### src/rtl/axis_frame_trailer.sv
// 64-bit AXI-Stream pass-through that appends a {magic, beat count, word sum} trailer beat to every frame.
// Optional ACCEL_TRAILER_BYTESWAP_EN: byte-reverse data beats before output and accumulation.
module axis_frame_trailer #(
    parameter int          C_AXIS_DATA_WIDTH = 64,
    parameter logic [15:0] C_TRAILER_MAGIC   = 16'hACE1
) (
    input  logic                         clk,
    input  logic                         aresetn,
    input  logic [C_AXIS_DATA_WIDTH-1:0] s_axis_tdata,
    input  logic                         s_axis_tlast,
    input  logic                         s_axis_tvalid,
    output logic                         s_axis_tready,
    output logic [C_AXIS_DATA_WIDTH-1:0] m_axis_tdata,
    output logic                         m_axis_tlast,
    output logic                         m_axis_tvalid,
    input  logic                         m_axis_tready,
    output logic                         frame_done,
    output logic [31:0]                  frame_count
);
    // state | meaning
    // PASS  | forwarding data beats, accumulating sum/cnt
    // TRAIL | last beat taken, waiting for skid/output room to load trailer
    // DRAIN | trailer on the bus, waiting for its handshake
    typedef enum logic [1:0] {PASS, TRAIL, DRAIN} state_t;

    state_t                       state, state_nxt;
    logic [C_AXIS_DATA_WIDTH-1:0] out_data, skid_data, beat_data;
    logic                         out_valid, out_last, skid_valid;
    logic [31:0]                  sum;
    logic [15:0]                  cnt;
    logic                         accept, out_free, load_trailer, trailer_hs;

`ifdef ACCEL_TRAILER_BYTESWAP_EN
    function automatic logic [63:0] byte_swap(input logic [63:0] d);
        logic [63:0] r;
        for (int i = 0; i < 8; i++) r[8*i +: 8] = d[8*(7-i) +: 8];
        return r;
    endfunction
    assign beat_data = byte_swap(s_axis_tdata);
`else
    assign beat_data = s_axis_tdata;
`endif

    // Ready depends only on registered state, never on m_axis_tready.
    assign s_axis_tready = aresetn && (state == PASS) && !skid_valid;
    assign accept        = s_axis_tvalid && s_axis_tready;
    assign out_free      = !out_valid || m_axis_tready;

    assign m_axis_tdata  = out_data;
    assign m_axis_tlast  = out_last;
    assign m_axis_tvalid = out_valid;

    always_comb begin
        state_nxt    = state;
        load_trailer = 1'b0;
        trailer_hs   = 1'b0;
        case (state)
            PASS: begin
                if (accept && s_axis_tlast) state_nxt = TRAIL;
            end
            TRAIL: begin
                if (!skid_valid && out_free) begin
                    load_trailer = 1'b1;
                    state_nxt    = DRAIN;
                end
            end
            DRAIN: begin
                if (out_valid && m_axis_tready) begin
                    trailer_hs = 1'b1;
                    state_nxt  = PASS;
                end
            end
            default: state_nxt = PASS;
        endcase
    end

    always_ff @(posedge clk) begin
        if (!aresetn) state <= PASS;
        else          state <= state_nxt;
    end

    always_ff @(posedge clk) begin
        if (!aresetn) begin
            out_data    <= '0;
            out_last    <= 1'b0;
            out_valid   <= 1'b0;
            skid_data   <= '0;
            skid_valid  <= 1'b0;
            sum         <= '0;
            cnt         <= '0;
            frame_done  <= 1'b0;
            frame_count <= '0;
        end else begin
            frame_done <= trailer_hs;
            if (out_free) begin
                if (skid_valid) begin
                    out_data   <= skid_data;
                    out_last   <= 1'b0;
                    out_valid  <= 1'b1;
                    skid_valid <= 1'b0;
                end else if (accept) begin
                    out_data  <= beat_data;
                    out_last  <= 1'b0;
                    out_valid <= 1'b1;
                end else if (load_trailer) begin
                    out_data  <= {C_TRAILER_MAGIC, cnt, sum};
                    out_last  <= 1'b1;
                    out_valid <= 1'b1;
                end else begin
                    out_valid <= 1'b0;
                end
            end else if (accept) begin
                skid_data  <= beat_data;
                skid_valid <= 1'b1;
            end

            if (trailer_hs) begin
                sum         <= '0;
                cnt         <= '0;
                frame_count <= frame_count + 32'd1;
            end else if (accept) begin
                sum <= sum + beat_data[31:0] + beat_data[63:32];
                cnt <= cnt + 16'd1;
            end
        end
    end
endmodule

### config.mk
export PLATFORM = sky130hd
export DESIGN_NAME = axis_frame_trailer
export DESIGN_NICKNAME = d
export VERILOG_FILES = /design/src/rtl/axis_frame_trailer.sv
export SDC_FILE = /design/constraint.sdc
export NUM_CORES = 1
export LEC_CHECK = 0
export ABC_AREA = 1
export CAP_MARGIN = 20
export CORE_MARGIN = 4
export CORE_UTILIZATION = 57
export DETAILED_ROUTE_END_ITERATION = 12
export DONT_BUFFER_PORTS = 1
export PLACE_DENSITY = 0.82
export SYNTH_ARGS = -nofsm -noshare
export SYNTH_HDL_FRONTEND = slang
export SYNTH_SLANG_ARGS = --single-unit
### constraint.sdc
create_clock -name clk -period 3.6 [get_ports clk]
set_clock_uncertainty 0.2 [all_clocks]
set_input_delay 0.72 -clock clk [delete_from_list [all_inputs] [get_ports clk]]
set_output_delay 0.72 -clock clk [all_outputs]
set_load 0.02 [all_outputs]
==> flow_summary.toml <==
[status]
status = "completed"

[setup_path]
max_stage_delay_ns = 0.48
reg2regPathDepth = 12
r2r-start = "sum[1]$_SDFFE_PP0P_"
cp.arrival_ns = 3.06
endpoint_kind = "flop"
r2r_setup_slack_ns = 0.79
worstPathRequired_ns = 3.85
path_class = "flop to flop"
critPathMaxFanout = 5
cp-start-kind = "flop"
r2r-end = "sum[21]$_SDFFE_PP0P_"
path_cells = "fa_1, ha_1, fa_1, nand3_1, nand3_1, nand3_1, nand3_1, nand3_1, nand2_1, nand2_1, nand3_1, a21oi_1"
cpMostUsedCell = "nand3_1"
cp_slowest_cell = "fa_1"
crit_end = "sum[21]$_SDFFE_PP0P_"
crit_start = "sum[1]$_SDFFE_PP0P_"

[place]
portBuffers = 0
placed_cells = 1985
hpwlAfterDp_microns = 25300
place_congestion = 0.944

[synthesis]
synthTopCellsByArea = "dfxtp_1, nand2_1, a21oi_1"
synth_top_area_cell = "dfxtp_1"
ys_warn_count = 0
synth.distinct_cells = 41
syn_inst = 1778
ys_seq_elements = 214
synth_edf_count = 0
synth-async-reset-ratio_pct = 0
synth_ff_type = "dfxtp_1"
ys_seq_area_share_pct = 35.3
ys_top_cells_by_count = "nand2_1, a21oi_1, dfxtp_1"
syn_area_sq_mm = 0.0121
syn_nets = 1911
yosysMostFrequentCell = "nand2_1"
synth_top_cell_area_share_pct = 35.3
postSynthAreaPerCell_sq_um = 6.82

[global_route]
antenna_found_initial = 0
grt_pass1_wl_microns = 58200
grt_max_degree = 93
grt_overflow_total = 0
grt_pass1_vias = 11128
track_usage_pct = 29.6

[sta]
slew_headroom_pct = 39.1
period_share_pct = 78.0
worstMarginPinSlew_ns = 0.914
final.setup.tns_ns = 0
rsz0062_at_grt = "false"
fin_crit_ns = 2.81
finalHoldViolCount = 0
maxSlewViolCount = 0
finalSetupViolCount = 0
fmax_mhz = 356

[clock_tree]
htree_levels = 1
clkLatencyLatePin_ns = 0.53
cts_sinks = 214
cts_tree = "yes"
cts-root-buf = "clkbuf_16"
post_cts_buffers = 0
cts-resized-gates = 0
clk_pin_slew_ns = 0.06
cts_made_buffers = 24
clock_path_buffers = 3
cts-hold-fix-buffers = 0

[routing]
vias = 11525
drt_iter0_drc = 808
detail-route-antenna-nets = 0
drc = 0
firstDrtPassIters = 5
post_drt_wl_per_cell_microns = 17.6
wl_microns = 35700
drt-vias-per-instance = 5.69

[cells_and_area]
syn2layout_area_growth_pct = 7.19
stdcell_count = 2026
drive_above_1_share_pct = 5.43
nNetsFinal = 1869
diodes = 0

[floorplanning]
rows = 53
core_area_sq_mm = 0.0210
ioPinCount = 169
initial_utilization_pct = 57.9
die_area_sq_mm = 0.0237
die_h_microns = 154
die_x_microns = 154

[pwr]
leakagePower_nw = 5.50
power_density_mw_per_mm2 = 512
ir_drop_mv = 0.350

[worst_hold_path]
min_path_cells = 2
min_path_type = "input pin to flop"

[run]
maxCapViolCount = 0
## registers in the layout, indices dropped and copies added, names as in the netlist
signal         flops
m_axis_tdata      64
skid_valid         1
frame_count       32
state              2
skid_data         64
sum               32
m_axis_tlast       1
cnt               16
m_axis_tvalid      1
frame_done         1
## worst min-delay path by stage
stage	start	endpoint	slack, ns
2_1_floorplan	skid_data[49]$_SDFFE_PN0P_	skid_data[49]$_SDFFE_PN0P_	0.22
3_3_place_gp	skid_data[52]$_SDFFE_PN0P_	skid_data[52]$_SDFFE_PN0P_	0.23
3_5_place_dp	skid_data[52]$_SDFFE_PN0P_	skid_data[52]$_SDFFE_PN0P_	0.24
4_1_cts	aresetn	frame_count[2]$_SDFFE_PN0P_	0.1
5_1_grt	aresetn	frame_count[2]$_SDFFE_PN0P_	0.1
6_report	aresetn	frame_count[8]$_SDFFE_PN0P_	0.12
## cells by family (layout without fill, tap and decap cells)
logic type,after synthesis,in the layout,share of synthesized area (%)
simple gates,849,849,29.3
compound gates,374,374,15.9
buf+inv,241,214,8.27
flops,214,214,35.3
fa+ha+maj,64,64,8.58
xor+xnor,29,29,2.09
mux,7,7,0.578
## final cells by class
type	instances	area, sq um
inverters	160	606
repair buffers	13	110
clock inverters	11	146
flip-flops and latches	214	4290
well taps	275	344
clock buffers	30	663
fillers	1971	7960
multi-input cells	1323	6850
## placed cells by master (no fill, tap or decap), types with 3 or more instances in the layout
cell / Yosys / final
nand2_1: 553 / 553
a211oi_1: 13 / 13
inv_2: 6 / 7
dfxtp_1: 214 / 213
clkbuf_8: 0 / 4
ha_1: 32 / 32
nor2_4: 3 / 4
fa_1: 32 / 32
clkbuf_16: 0 / 24
nor3_1: 21 / 21
buf_4: 8 / 12
mux2i_1: 7 / 7
xor2_1: 19 / 19
o21ai_1: 25 / 25
xnor2_1: 10 / 10
nand3_1: 74 / 74
nand3b_1: 4 / 4
bufinv_16: 0 / 3
a21o_1: 4 / 4
nand4_1: 13 / 13
inv_1: 152 / 151
or2_0: 3 / 3
clkinv_2: 0 / 5
nor2_1: 146 / 146
or2_2: 7 / 7
a21oi_1: 240 / 240
nor3_2: 11 / 11
o21ai_0: 88 / 88
## stage by stage
| stage | utilization [%] | worst slack [ns] | cell area, sq um | total power [W] | hold slack [ns] |
|---|---|---|---|---|---|
| 6_report | 62.0 | 0.793 | 13000 | 0.00666 | 0.117 |
| 5_1_grt | 62.0 | 0.564 | 13000 | 0.00703 | 0.0985 |
| 4_1_cts | 62.0 | 0.832 | 13000 | 0.00669 | 0.0975 |
| 3_5_place_dp | 58.2 | 0.402 | 12200 | 0.00418 | 0.242 |
| 3_3_place_gp | 58.2 | 0.458 | 12200 | 0.00415 | 0.232 |
| 2_1_floorplan | - | 0.720 | 12100 | 0.00384 | 0.224 |
## worst max-delay path: cells and delay by family, from the launching register on
kind | cells | cell delay (ns)
fa+ha+maj | 3 | 1.19
flops | 1 | 0.36
simple gates | 8 | 0.83
compound gates | 1 | 0.15
## per-layer routing
| layer | routed length (microns) | global-route usage [%] |
|---|---|---|
| met5 | 0 | 0 |
| met4 | 901 | 7.74 |
| met3 | 2740 | 6.30 |
| met2 | 17200 | 51.3 |
| met1 | 14900 | 37.6 |
## where the power goes
part	switching [W]	internal (W)	total (W)
Clock	0.000996	0.00151	0.00251
Combinational	0.000966	0.000508	0.00147
Sequential	0.000180	0.00249	0.00267
Note: power is estimated with default switching activity, not from simulation.
